### config.mk
export PLATFORM = sky130hd
export DESIGN_NAME = fifo_wr_arbiter
export DESIGN_NICKNAME = d
export VERILOG_FILES = /design/src/rtl/fifo_arb_pkg.sv /design/src/rtl/fifo_wr_arbiter_pick.sv /design/src/rtl/fifo_wr_arbiter.sv
export SDC_FILE = /design/constraint.sdc
export NUM_CORES = 1
export LEC_CHECK = 0
export BUFFER_PORTS_ARGS = -buffer_cell sky130_fd_sc_hd__buf_4
export CORE_MARGIN = 8
export CORE_UTILIZATION = 49
export DETAILED_ROUTE_END_ITERATION = 10
export PLACE_DENSITY = 0.89
export SLEW_MARGIN = 15
export SYNTH_ARGS = -nofsm -noshare
export SYNTH_HDL_FRONTEND = slang
export SYNTH_HIERARCHICAL = 1
export SYNTH_SLANG_ARGS = --single-unit
### constraint.sdc
create_clock -name clk -period 4.3 [get_ports clk]
set_input_delay 0.86 -clock clk [delete_from_list [all_inputs] [get_ports clk]]
set_output_delay 0.86 -clock clk [all_outputs]
set_load 0.02 [all_outputs]
### src/rtl/fifo_arb_pkg.sv
// Shared types and helpers for the FIFO write-port arbiter.
package fifo_arb_pkg;

  typedef enum logic {ARB_IDLE, ARB_BUSY} arb_state_t;

  function automatic int idx_w(input int r);
    return (r > 1) ? $clog2(r) : 1;
  endfunction

endpackage

### src/rtl/fifo_wr_arbiter_pick.sv
// Rotating-priority picker: first requester at or after ptr_i, wrapping.
module rr_priority_pick
  import fifo_arb_pkg::*;
#(
  parameter int R  = 4,
  parameter int IW = 2
) (
  input  logic [R-1:0]  req_i,
  input  logic [IW-1:0] ptr_i,
  output logic [R-1:0]  pick_o,
  output logic          valid_o
);

  always_comb begin
    int k;
    pick_o  = '0;
    valid_o = 1'b0;
    k       = 0;
    for (int i = 0; i < R; i++) begin
      k = int'(ptr_i) + i;
      if (k >= R) k = k - R;
      if (!valid_o && req_i[k]) begin
        pick_o[k] = 1'b1;
        valid_o   = 1'b1;
      end
    end
  end

endmodule

### src/rtl/fifo_wr_arbiter.sv
// Round-robin arbiter sharing one FIFO write port among R producers.
// Optional: FIFO_ARB_HALF_FULL_THROTTLE_EN limits new grants to req 0.
module fifo_wr_arbiter
  import fifo_arb_pkg::*;
#(
  parameter int N     = 8,
  parameter int R     = 4,
  parameter int BURST = 2
) (
  input  logic           clk,
  input  logic           rst,
  input  logic [R-1:0]   req,
  input  logic [R*N-1:0] req_data,
  output logic [R-1:0]   gnt,
  output logic           fifo_wr_en,
  output logic [N-1:0]   fifo_data_in,
  input  logic           fifo_full,
  input  logic           fifo_half_full,
  output logic           busy
);

  localparam int IW = idx_w(R);
  localparam int CW = $clog2(BURST + 1);

  arb_state_t    state_q, state_d;
  logic [R-1:0]  gnt_q, gnt_d;
  logic [IW-1:0] ptr_q, ptr_d;
  logic [CW-1:0] cnt_q, cnt_d;
  logic          busy_q, busy_d;

  logic [R-1:0]  pick_req;
  logic [R-1:0]  pick;
  logic          pick_v;
  logic [IW-1:0] g_idx;
  logic          g_req;
  logic          beat;

`ifdef FIFO_ARB_HALF_FULL_THROTTLE_EN
  assign pick_req = fifo_half_full ?
                    (req & {{(R-1){1'b0}}, 1'b1}) : req;
`else
  logic unused_half_full;
  assign unused_half_full = fifo_half_full;
  assign pick_req = req;
`endif

  rr_priority_pick #(
    .R  (R),
    .IW (IW)
  ) u_pick (
    .req_i   (pick_req),
    .ptr_i   (ptr_q),
    .pick_o  (pick),
    .valid_o (pick_v)
  );

  always_comb begin
    g_idx = '0;
    for (int i = 0; i < R; i++)
      if (gnt_q[i]) g_idx = IW'(i);
  end

  assign g_req = |(gnt_q & req);
  assign beat  = g_req & ~fifo_full;

  // Reset cycle never writes, even with a stale grant.
  assign fifo_wr_en = beat & ~rst;

  always_comb begin
    fifo_data_in = '0;
    for (int i = 0; i < R; i++)
      fifo_data_in = fifo_data_in |
                     (req_data[i*N +: N] & {N{gnt_q[i]}});
  end

  always_comb begin
    state_d = state_q;
    gnt_d   = gnt_q;
    ptr_d   = ptr_q;
    cnt_d   = cnt_q;
    busy_d  = busy_q;
    case (state_q)
      ARB_IDLE: begin
        if (pick_v) begin
          gnt_d   = pick;
          state_d = ARB_BUSY;
          busy_d  = 1'b1;
          cnt_d   = '0;
        end
      end
      ARB_BUSY: begin
        if (!g_req ||
            (beat && cnt_q == CW'(BURST - 1))) begin
          gnt_d   = '0;
          state_d = ARB_IDLE;
          busy_d  = 1'b0;
          cnt_d   = '0;
          ptr_d   = (g_idx == IW'(R - 1)) ?
                    '0 : g_idx + 1'b1;
        end else if (beat) begin
          cnt_d = cnt_q + 1'b1;
        end
      end
      default: ;
    endcase
  end

  always_ff @(posedge clk) begin
    if (rst) begin
      state_q <= ARB_IDLE;
      gnt_q   <= '0;
      ptr_q   <= '0;
      cnt_q   <= '0;
      busy_q  <= 1'b0;
    end else begin
      state_q <= state_d;
      gnt_q   <= gnt_d;
      ptr_q   <= ptr_d;
      cnt_q   <= cnt_d;
      busy_q  <= busy_d;
    end
  end

  assign gnt  = gnt_q;
  assign busy = busy_q;

endmodule

==> reports/qor.csv <==
metric;value;unit
outcome;completed;
synth_seq_cells;10;
cts.clk_slew.worst_paths;0.07;ns
setup_viol;0;
numCtsBuffers;3;
worstPathRequired;4.46;ns
drt-pass1-iter-count;4;
yosys_warnings;6;
tightest_slew;0.546;ns
skew;0.0106;ns
cts_hold_buf;0;
core;2170;um^2
ys_seq_area_share;18.3;%
synthSimpleGateAreaFrac;21.0;%
tritoncts;done;
cp-start-kind;register;
setup_ws;1.42;ns
die_y;63.2;um
crit_path_top_delay_cell;dfxtp_1;
synth_edf_count;0;
drt-wirelength-per-cell;16.0;um
die_area;4000;um^2
vias_per_cell;5.99;
avgSynthCellArea;7.75;um^2
synthToLayoutAreaGrowth;38.4;%
maxCapViolations;0;
nNetsFinal;238;
drv_slew;0;
layout.cells.most_common;buf_4;
synthesis.nets;190;
diodes;0;
ant_nets;0;
powerDensity;301;nW/um^2
critPathMaxFanout;17;
wl;3460;um
clock_sink_count;10;
ys_async_sr_fraction;0;%
met2_usage;29.2;%
crit_type;reg2reg;
grt_use_met1;17.4;%
htree_levels;1;
antenna_found_initial;0;
grt_usage;16.3;%
place_inst;212;
grt_max_degree;18;
dr.first_iter.drc_count;61;
synth-xor-area-share;0;%
cts_buffer_depth;2;
hold_class;reg2reg;
crit_arrival;3.04;ns
synth_top_family_by_area;compound AO/OA/AOI/OAI gates;
ys_types;31;
ios;54;
num_vias;1294;
drc;0;
grt.busiest_layer;met2;
grt_pass1_wl;5560;um
cts-root-buf;clkbuf_4;
gp_congestion;0.848;
cp-end-kind;register;
ys.flop_type;dfxtp_1;
synth_compound_area_share;35.4;%
critical-path-max-stage-delay;0.67;ns
fmax;0.347;GHz
clock_latency;0.28;ns
rsz0062_at_grt;no;
grt-ovfl-total;0;
hold_viol;0;
synth_area;1090;um^2
fp.dieW;63.2;um
final_cell_mix;buf_4, a22oi_1, nand2_1, nor2_1, dfxtp_1;
ctsResizeCount;0;
post_cts_buffers;0;
path_cells;inv_1 > ha_1 > mux2i_1 > o22ai_1 > a211oi_1 > o2bb2ai_1 > a22oi_1 > a21oi_1;
fin_cells;216;
relSlewSlack;63.6;%
fin_setup_tns;0;ns
synthAdderAreaFrac;10.3;%
period_share;67.0;%
place_hpwl;2740;um
rows;17;
met3_usage;4.59;%
synthMuxAreaShare;9.39;%
pre_cts_slack;1.57;ns
initial_core_util;50.3;%
io_buffers;52;
drive_above_1_share;33.0;%
ir_drop;0.269;mV
fin_total_pwr;0.454;mW
synthCells;141;
fin_crit;2.88;ns
first_global_vias;1319;
power.leakage;0.655;nW
[flip-flops by register name, indices dropped and copies added, names as in the netlist]
register and flops:
cnt_q 2, busy 1, ptr_q 2, state_q 1, gnt 4
[worst max-delay path: cells and delay by family, from the launching register on]
| family | cells | cell delay, ns |
|---|---|---|
| buffers and inverters | 1 | 0.25 |
| adders and majority gates | 1 | 0.49 |
| DFF | 1 | 0.67 |
| AOI/OAI and AO/OA | 5 | 0.91 |
| muxes | 1 | 0.44 |
[cell families (layout without fill, tap and decap cells)]
family	Yosys count	count (layout)
mux	10	10
compound gates	53	53
simple gates	45	45
flops	10	10
fa+ha+maj	9	9
buf+inv	14	61
[path summary, 6_finish.rpt]
check	start	end	slack, ns	cells after the start
worst max-delay path	ptr_q[0]	gnt[3]	1.42	8
worst min-delay path	cnt_q[1]	cnt_q[1]	0.47	2
worst max register to register	ptr_q[0]	gnt[3]	1.42	8
worst min register to register	cnt_q[1]	cnt_q[1]	0.47	2
[stage by stage]
step	hold WS (ns)	instance area (um^2)	util, %
6_report	0.472	1510	69.7
5_1_grt	0.491	1510	69.7
4_1_cts	0.467	1510	69.7
3_5_place_dp	0.457	1480	68.0
3_3_place_gp	0.448	1480	68.0
2_1_floorplan	0.439	1090	-
[power breakdown]
part	internal, mW	switching, mW
clock	0.0515	0.0352
sequential	0.102	0.0303
combinational	0.111	0.124
[synthesized netlist by cell type, types with 5 or more instances]
cell | instances | share of area (%)
ha_1 | 9 | 10
inv_1 | 5 | 1.7
clkbuf_1 | 7 | 2.4
o22ai_1 | 9 | 5.2
dfxtp_1 | 10 | 18
a22oi_1 | 20 | 14
nand3_1 | 6 | 2.7
nand2_1 | 13 | 4.5
mux2i_1 | 8 | 7.3
a21oi_1 | 8 | 3.7
nor2_1 | 10 | 3.4
[area by class of cell]
cell class | count | area (um^2)
multi-input combinational | 117 | 831
fill | 177 | 658
timing repair buffer | 52 | 390
sequential | 10 | 200
clock buffer | 4 | 36.3
tap | 28 | 35.0
inverter | 5 | 18.8
[metal layers]
layer / vias up / routed length (um)
li1: 638 / -
met1: 597 / 1400
met2: 54 / 1820
met3: 5 / 209
met4: 0 / 44
met5: - / 0
(Power assumes the default switching activity.)
